## config.mk

```make
export PLATFORM = sky130hd
export DESIGN_NAME = button_debounce
export DESIGN_NICKNAME = d
export VERILOG_FILES = /design/src/rtl/button_debounce.sv
export SDC_FILE = /design/constraint.sdc
export NUM_CORES = 1
export LEC_CHECK = 0
export ABC_AREA = 1
export ABC_CLOCK_PERIOD_IN_PS = 2500
export BUFFER_PORTS_ARGS = -buffer_cell sky130_fd_sc_hd__buf_2
export CAP_MARGIN = 20
export CORE_MARGIN = 1
export CORE_UTILIZATION = 25
export DETAILED_ROUTE_END_ITERATION = 8
export PLACE_DENSITY_LB_ADDON = 0.3
export REMOVE_ABC_BUFFERS = 1
export SYNTH_ARGS = -nofsm -noshare
export SYNTH_HDL_FRONTEND = slang
export SYNTH_SLANG_ARGS = --single-unit
```

## constraint.sdc

```tcl
create_clock -name clk -period 2.5 [get_ports clk]
set_clock_uncertainty 0.15 [all_clocks]
set_input_delay 0.375 -clock clk [delete_from_list [all_inputs] [get_ports clk]]
set_output_delay 0.375 -clock clk [all_outputs]
set_load 0.01 [all_outputs]
```

## src/rtl/button_debounce.sv

```systemverilog
// -----------------------------------------------------------------------------
// button_debounce
//
// Input-side conditioner for the four board pushbuttons. Each raw key goes
// through a polarity fix, a two-flop synchroniser and a debounce counter.
// A new level is accepted only after it has been seen at the synchroniser
// output for DEBOUNCE_CYCLES consecutive cycles. Every accepted transition
// produces a registered one-cycle press or release pulse for that lane.
//
// Parameters:
//   DEBOUNCE_CYCLES  consecutive stable cycles needed to accept a level
//                    (legal range 1 .. 2^CNT_W-1)
//   CNT_W            width of each per-lane debounce counter
//   RAW_ACTIVE_LOW   1: raw key reads 0 when pressed, 0: reads 1 when pressed
//
// Ports:
//   clk            in   1  system clock, all state on rising edge
//   rst            in   1  synchronous active-high reset
//   key_raw        in   4  asynchronous raw keys (0 red, 1 green, 2 blue,
//                          3 yellow)
//   button_red     out  1  debounced level of lane 0, 1 = pressed
//   button_green   out  1  debounced level of lane 1, 1 = pressed
//   button_blue    out  1  debounced level of lane 2, 1 = pressed
//   button_yellow  out  1  debounced level of lane 3, 1 = pressed
//   press          out  4  one-cycle pulse per lane on released->pressed
//   release_o      out  4  one-cycle pulse per lane on pressed->released
//                          ("release" is a reserved word, hence the suffix)
//
// Lane behaviour, per cycle:
//   sync2 == stable               -> counter cleared
//   sync2 != stable, cnt == LAST  -> stable takes sync2, counter cleared,
//                                    press or release pulses next cycle
//   sync2 != stable, otherwise    -> counter increments
// Because the counter clears whenever sync2 returns to the stable level,
// partial counts never carry over and the counter never exceeds LAST.
// -----------------------------------------------------------------------------
module button_debounce #(
    parameter int unsigned DEBOUNCE_CYCLES = 50000,
    parameter int unsigned CNT_W           = 16,
    parameter bit          RAW_ACTIVE_LOW  = 1'b1
) (
    input  logic       clk,
    input  logic       rst,
    input  logic [3:0] key_raw,
    output logic       button_red,
    output logic       button_green,
    output logic       button_blue,
    output logic       button_yellow,
    output logic [3:0] press,
    output logic [3:0] release_o
);

    localparam int unsigned LANES = 4;

    // Terminal count: the cycle on which a differing level is accepted.
    localparam logic [CNT_W-1:0] CNT_LAST = CNT_W'(DEBOUNCE_CYCLES - 1);
    localparam logic [CNT_W-1:0] CNT_ONE  = {{(CNT_W-1){1'b0}}, 1'b1};

    // Polarity is normalised before synchronisation so that everything
    // downstream works with 1 = pressed.
    logic [LANES-1:0] pressed_raw;
    assign pressed_raw = key_raw ^ {LANES{RAW_ACTIVE_LOW}};

    // Synchroniser flops; only sync2_q is used by the debounce logic.
    logic [LANES-1:0] sync1_q;
    logic [LANES-1:0] sync2_q;

    // Per-lane debounce state.
    logic [LANES-1:0] stable_q;
    logic [LANES-1:0] stable_d;
    logic [CNT_W-1:0] cnt_q [LANES];
    logic [CNT_W-1:0] cnt_d [LANES];

    // Registered event pulses.
    logic [LANES-1:0] press_q;
    logic [LANES-1:0] press_d;
    logic [LANES-1:0] release_q;
    logic [LANES-1:0] release_d;

    // -------------------------------------------------------------------------
    // Synchroniser
    // -------------------------------------------------------------------------
    always_ff @(posedge clk) begin
        if (rst) begin
            sync1_q <= '0;
            sync2_q <= '0;
        end else begin
            sync1_q <= pressed_raw;
            sync2_q <= sync1_q;
        end
    end

    // -------------------------------------------------------------------------
    // Debounce next-state logic, four independent identical lanes
    // -------------------------------------------------------------------------
    always_comb begin
        stable_d  = stable_q;
        press_d   = '0;
        release_d = '0;
        for (int i = 0; i < LANES; i++) begin
            cnt_d[i] = '0;
            if (sync2_q[i] != stable_q[i]) begin
                if (cnt_q[i] == CNT_LAST) begin
                    // Window complete: accept the new level and flag the
                    // direction. Counter returns to zero via the default.
                    stable_d[i]  = sync2_q[i];
                    press_d[i]   = sync2_q[i];
                    release_d[i] = ~sync2_q[i];
                end else begin
                    cnt_d[i] = cnt_q[i] + CNT_ONE;
                end
            end
        end
    end

    // -------------------------------------------------------------------------
    // Debounce state registers
    // -------------------------------------------------------------------------
    always_ff @(posedge clk) begin
        if (rst) begin
            stable_q  <= '0;
            press_q   <= '0;
            release_q <= '0;
            for (int i = 0; i < LANES; i++) begin
                cnt_q[i] <= '0;
            end
        end else begin
            stable_q  <= stable_d;
            press_q   <= press_d;
            release_q <= release_d;
            for (int i = 0; i < LANES; i++) begin
                cnt_q[i] <= cnt_d[i];
            end
        end
    end

    // -------------------------------------------------------------------------
    // Outputs: straight from registers, no combinational path from key_raw
    // -------------------------------------------------------------------------
    assign button_red    = stable_q[0];
    assign button_green  = stable_q[1];
    assign button_blue   = stable_q[2];
    assign button_yellow = stable_q[3];
    assign press         = press_q;
    assign release_o     = release_q;

endmodule

```

After elaboration in Yosys (flattened, before gate mapping). Memory sizes are Yosys's and may differ from the RTL's. Index checks and enable logic that the tools add are counted.

Output and inout port bits: 12. Register bits after elaboration: 20. Word-level logic and storage cells: 67. Input port bits: 6. Memories: 1. Memory bits (writable): 64.

Memory list: cnt_q (words 4, width 16, read ports 4, clocked after memory_dff 0, wr ports 4, RTL line 71) `logic [CNT_W-1:0] cnt_q [LANES];`.

Reduce and logical (&&, ||, !) cells: 8. Bitwise gates (word level): 17. Muxes and demuxes: 15. Equality and inequality tests: 8. Add/sub/neg operators: 4.

Operators with widths (count): 16-bit 2-to-1 mux (12); 16-bit by 1-bit adder with 16-bit output (second input constant) (4); 16-bit == test (second input constant) (4); 1-bit NOT (12); 3-bit OR reduction (4); 2-bit AND reduction (4); 1-bit inequality test (4); 4-bit NOT (1); 1-bit OR (4); 1-bit 2-to-1 mux (3).

Longest topological paths before layout.
Depth in word-level cells: 4. Depth in mapped cells: 9. Gate-level depth less buffers: 8.

Least setup slack after synthesis. OpenSTA, ideal clock, no wires.

Kind: register -> register. Start: mem cnt_q[1][0]. End: mem cnt_q[1][7]. Path slack: 0.967 ns. Cell stages (with the launch flop): 10. Data required time: 2.235 ns. Period minus slack after synthesis: 1.533 ns. Setup time: 0.115 ns. Buffers on the path: 1. Arrival time: 1.268 ns. Cell sequence: dfxtp_1 > ha_1 > nand2_2 > nor2_4 > inv_2 > nor2_4 > nand2_4 > nand2_4 > buf_12 > nor2_2.

RTL lines (RTL line): from (decl) (71).

==> flow_summary.json <==
{
  "slew_headroom_pct": 75.4,
  "drt_wl_total_um": 7610,
  "drc_errors": 0,
  "diodes": 0,
  "fin_setup_tns_ns": 0,
  "io_pins": 18,
  "rsz0062_at_grt": "no",
  "dr.pass1.iters": 5,
  "placed_cell_area_sq_um": 4080,
  "dieArea_sq_um": 15800,
  "antenna_found_initial": 0,
  "synthesis.area_sq_um": 3830,
  "netSwitchingFraction_pct": 20.2,
  "reg2reg_from": "cnt_q[1][0]",
  "gp_congestion": 0.805,
  "cpLargestDelayFamily": "simple AND/OR/NAND/NOR gates",
  "clockPowerShare_pct": 46.8,
  "pwr-share-seq_pct": 52.0,
  "viasPerCell": 4.29,
  "min_period_ns": 1.65,
  "crit_type": "reg -> reg",
  "syn_to_final_growth_pct": 13.8,
  "finish.utilization_pct": 29.5,
  "gr-usage-all-layers_pct": 10.5,
  "yosysWarnings": 0,
  "hold-path-cell-count": 2,
  "hold-path-endpoint": "sync1_q[3]",
  "grt_start_max_net_pins": 17,
  "placed_cells": 736,
  "wl_per_cell_um": 10.1,
  "hold_viol_final": 0,
  "cp.required_ns": 2.56,
  "status": "finished clean",
  "syn-mean-instance-area_sq_um": 7.09,
  "post_cts_resized": 0,
  "power_frac_comb_pct": 1.2,
  "numCtsBuffers": 9,
  "drt_iter0_drc": 171,
  "hp-start": "key_raw[3]",
  "drv_cap": 0,
  "critPathBufInv": 1,
  "cts_setup_buffers": 0,
  "crit_slowest_cell": "dfxtp_1",
  "hold_buffers": 0,
  "multiInputGateArea_sq_um": 1880,
  "ys_seq_area_share_pct": 43.9,
  "pwr_density_cell_nw_per_um2": 597,
  "cell_internal_pwr_mw": 2.07,
  "cp-start-kind": "flop",
  "power_mw": 2.60,
  "clk_latency_ns": 0.33,
  "num_rows": 44,
  "rr_worst_depth": 8,
  "synth_cells": 540,
  "cp_data_arrival_time_ns": 1.71,
  "drtAntennaViolNets": 0,
  "layout-drive-gt1-share_pct": 10.2,
  "die_h_um": 126,
  "root_buffer": "clkbuf_16",
  "ir_drop_v": 0.000355,
  "finalCritPeriodShare_pct": 65.8,
  "path_cells": "ha_1 > nand2_2 > nor2_4 > inv_2 > nor2_4 > nand2_4 > nand2_4 > a21oi_1",
  "num_vias": 3222,
  "start_util_pct": 25.9,
  "post-dp-hpwl_um": 5710,
  "regArea_sq_um": 1680,
  "ys_types": 25,
  "setup_ws_ns": 0.855,
  "dp_worst_setup_slack_ns": 0.847,
  "p_sw_mw": 0.524,
  "port-buffer-count": 17,
  "cpPeakStageDelay_ns": 0.37,
  "cts_tree": "yes",
  "grt.overflow.total": 0,
  "clk_pin_slew_worst_paths_ns": 0.06,
  "stdcell_count": 751,
  "cts_sinks": 84,
  "mostFrequentLayoutCell": "nand2_1",
  "core_sq_um": 14800,
  "ys_seq_elements": 84,
  "grt_pass1_wl_um": 13400,
  "grt_pass1_vias": 3071,
  "layout_common_cells": "nand2_1 (129), nor2_1 (115), dfxtp_1 (84)",
  "fillers": 1607,
  "rrSetupSlack_ns": 0.85,
  "fmax_mhz": 608,
  "worst_pin_slew_ns": 0.368,
  "slew_violations": 0,
  "die_x_um": 126,
  "finish.instance_area_sq_um": 4350,
  "end_kind": "flop",
  "finalNetCount": 573,
  "htreeDepth": 3,
  "p_leak_nw": 1.41,
  "setup_viol_count_final": 0,
  "crit_path_max_fanout": 15,
  "r2r_end": "cnt_q[1][11]",
  "worst_hold_slack_ns": 0.0436,
  "clockBufferDepth": 2,
  "hold_path_class": "in -> reg"
}
## worst reg2reg max path: stages, from the launching register on
cell,delay (ns)
dfxtp_1,0.37
ha_1,0.22
nand2_2,0.09
nor2_4,0.14
inv_2,0.06
nor2_4,0.15
nand2_4,0.08
nand2_4,0.20
a21oi_1,0.08
## cells in the mapped netlist
cell,instances,area [sq um]
nand2_1,129,484
nor2_1,115,432
dfxtp_1,84,1680
inv_1,53,199
nand3_1,37,185
a21oi_1,34,170
xor2_1,16,140
nand4_1,14,87.6
nor2_2,12,75.1
xnor2_1,7,61.3
or2_2,6,37.5
ha_1,4,50.1
nand2_2,4,25.0
nor3_1,4,20.0
buf_6,3,33.8
nor3b_1,3,22.5
o21bai_1,3,22.5
inv_2,2,7.51
nand2_4,2,22.5
nor2_4,2,22.5
o21ai_0,2,10.0
buf_12,1,20.0
buf_2,1,5.00
or2_0,1,6.26
or2_1,1,6.26
## area by class of cell
cell class | instances | area share [%]
clock inverter | 2 | 0.230
sequential | 84 | 38.6
timing repair buffer | 17 | 1.95
tap | 184 | 5.29
multi-input combinational | 396 | 43.2
inverter | 55 | 4.74
clock buffer | 13 | 5.98
## flip-flops by register name, indices dropped and copies added, names as in the netlist
name       cells
cnt_q         64
press          4
release_o      4
stable_q       4
sync1_q        4
sync2_q        4
## worst max-delay path by stage
stage	end	slack (ns)	from	cells after the start
CTS	cnt_q[1][11]	0.84	cnt_q[1][0]	8
global placement	cnt_q[1][13]	0.91	cnt_q[1][0]	8
detailed placement	cnt_q[1][11]	0.85	cnt_q[1][0]	8
finish	cnt_q[1][11]	0.85	cnt_q[1][0]	8
floorplan	cnt_q[1][11]	1.00	cnt_q[1][0]	8
global route	cnt_q[0][9]	0.63	cnt_q[0][0]	8
## metal layers
layer,up-vias,GRT usage (%),wire length (um)
met5,-,0,0
met3,9,3.31,240
met2,31,17.8,3480
li1,1741,-,-
met1,1441,12.5,3780
met4,0,3.83,114
## cells by family after synthesis
family / share of synthesized area (%)
flip-flops: 43.9
adder cells (fa/ha/maj): 1.31
AO/OA/AOI/OAI: 5.30
buffers and inverters: 6.93
XOR/XNOR: 5.26
AND/OR/NAND/NOR: 37.3
## power by group through the flow
stage / combinational (mW) / clock [mW] / sequential, mW
after CTS: 0.0324 / 1.26 / 1.35
after global placement: 0.0312 / 0 / 1.38
after detailed placement: 0.0323 / 0 / 1.38
after global routing: 0.0368 / 1.32 / 1.35
after floorplan: 0.0188 / 0 / 1.38
final: 0.0315 / 1.22 / 1.35
(Power assumes the default switching activity.)
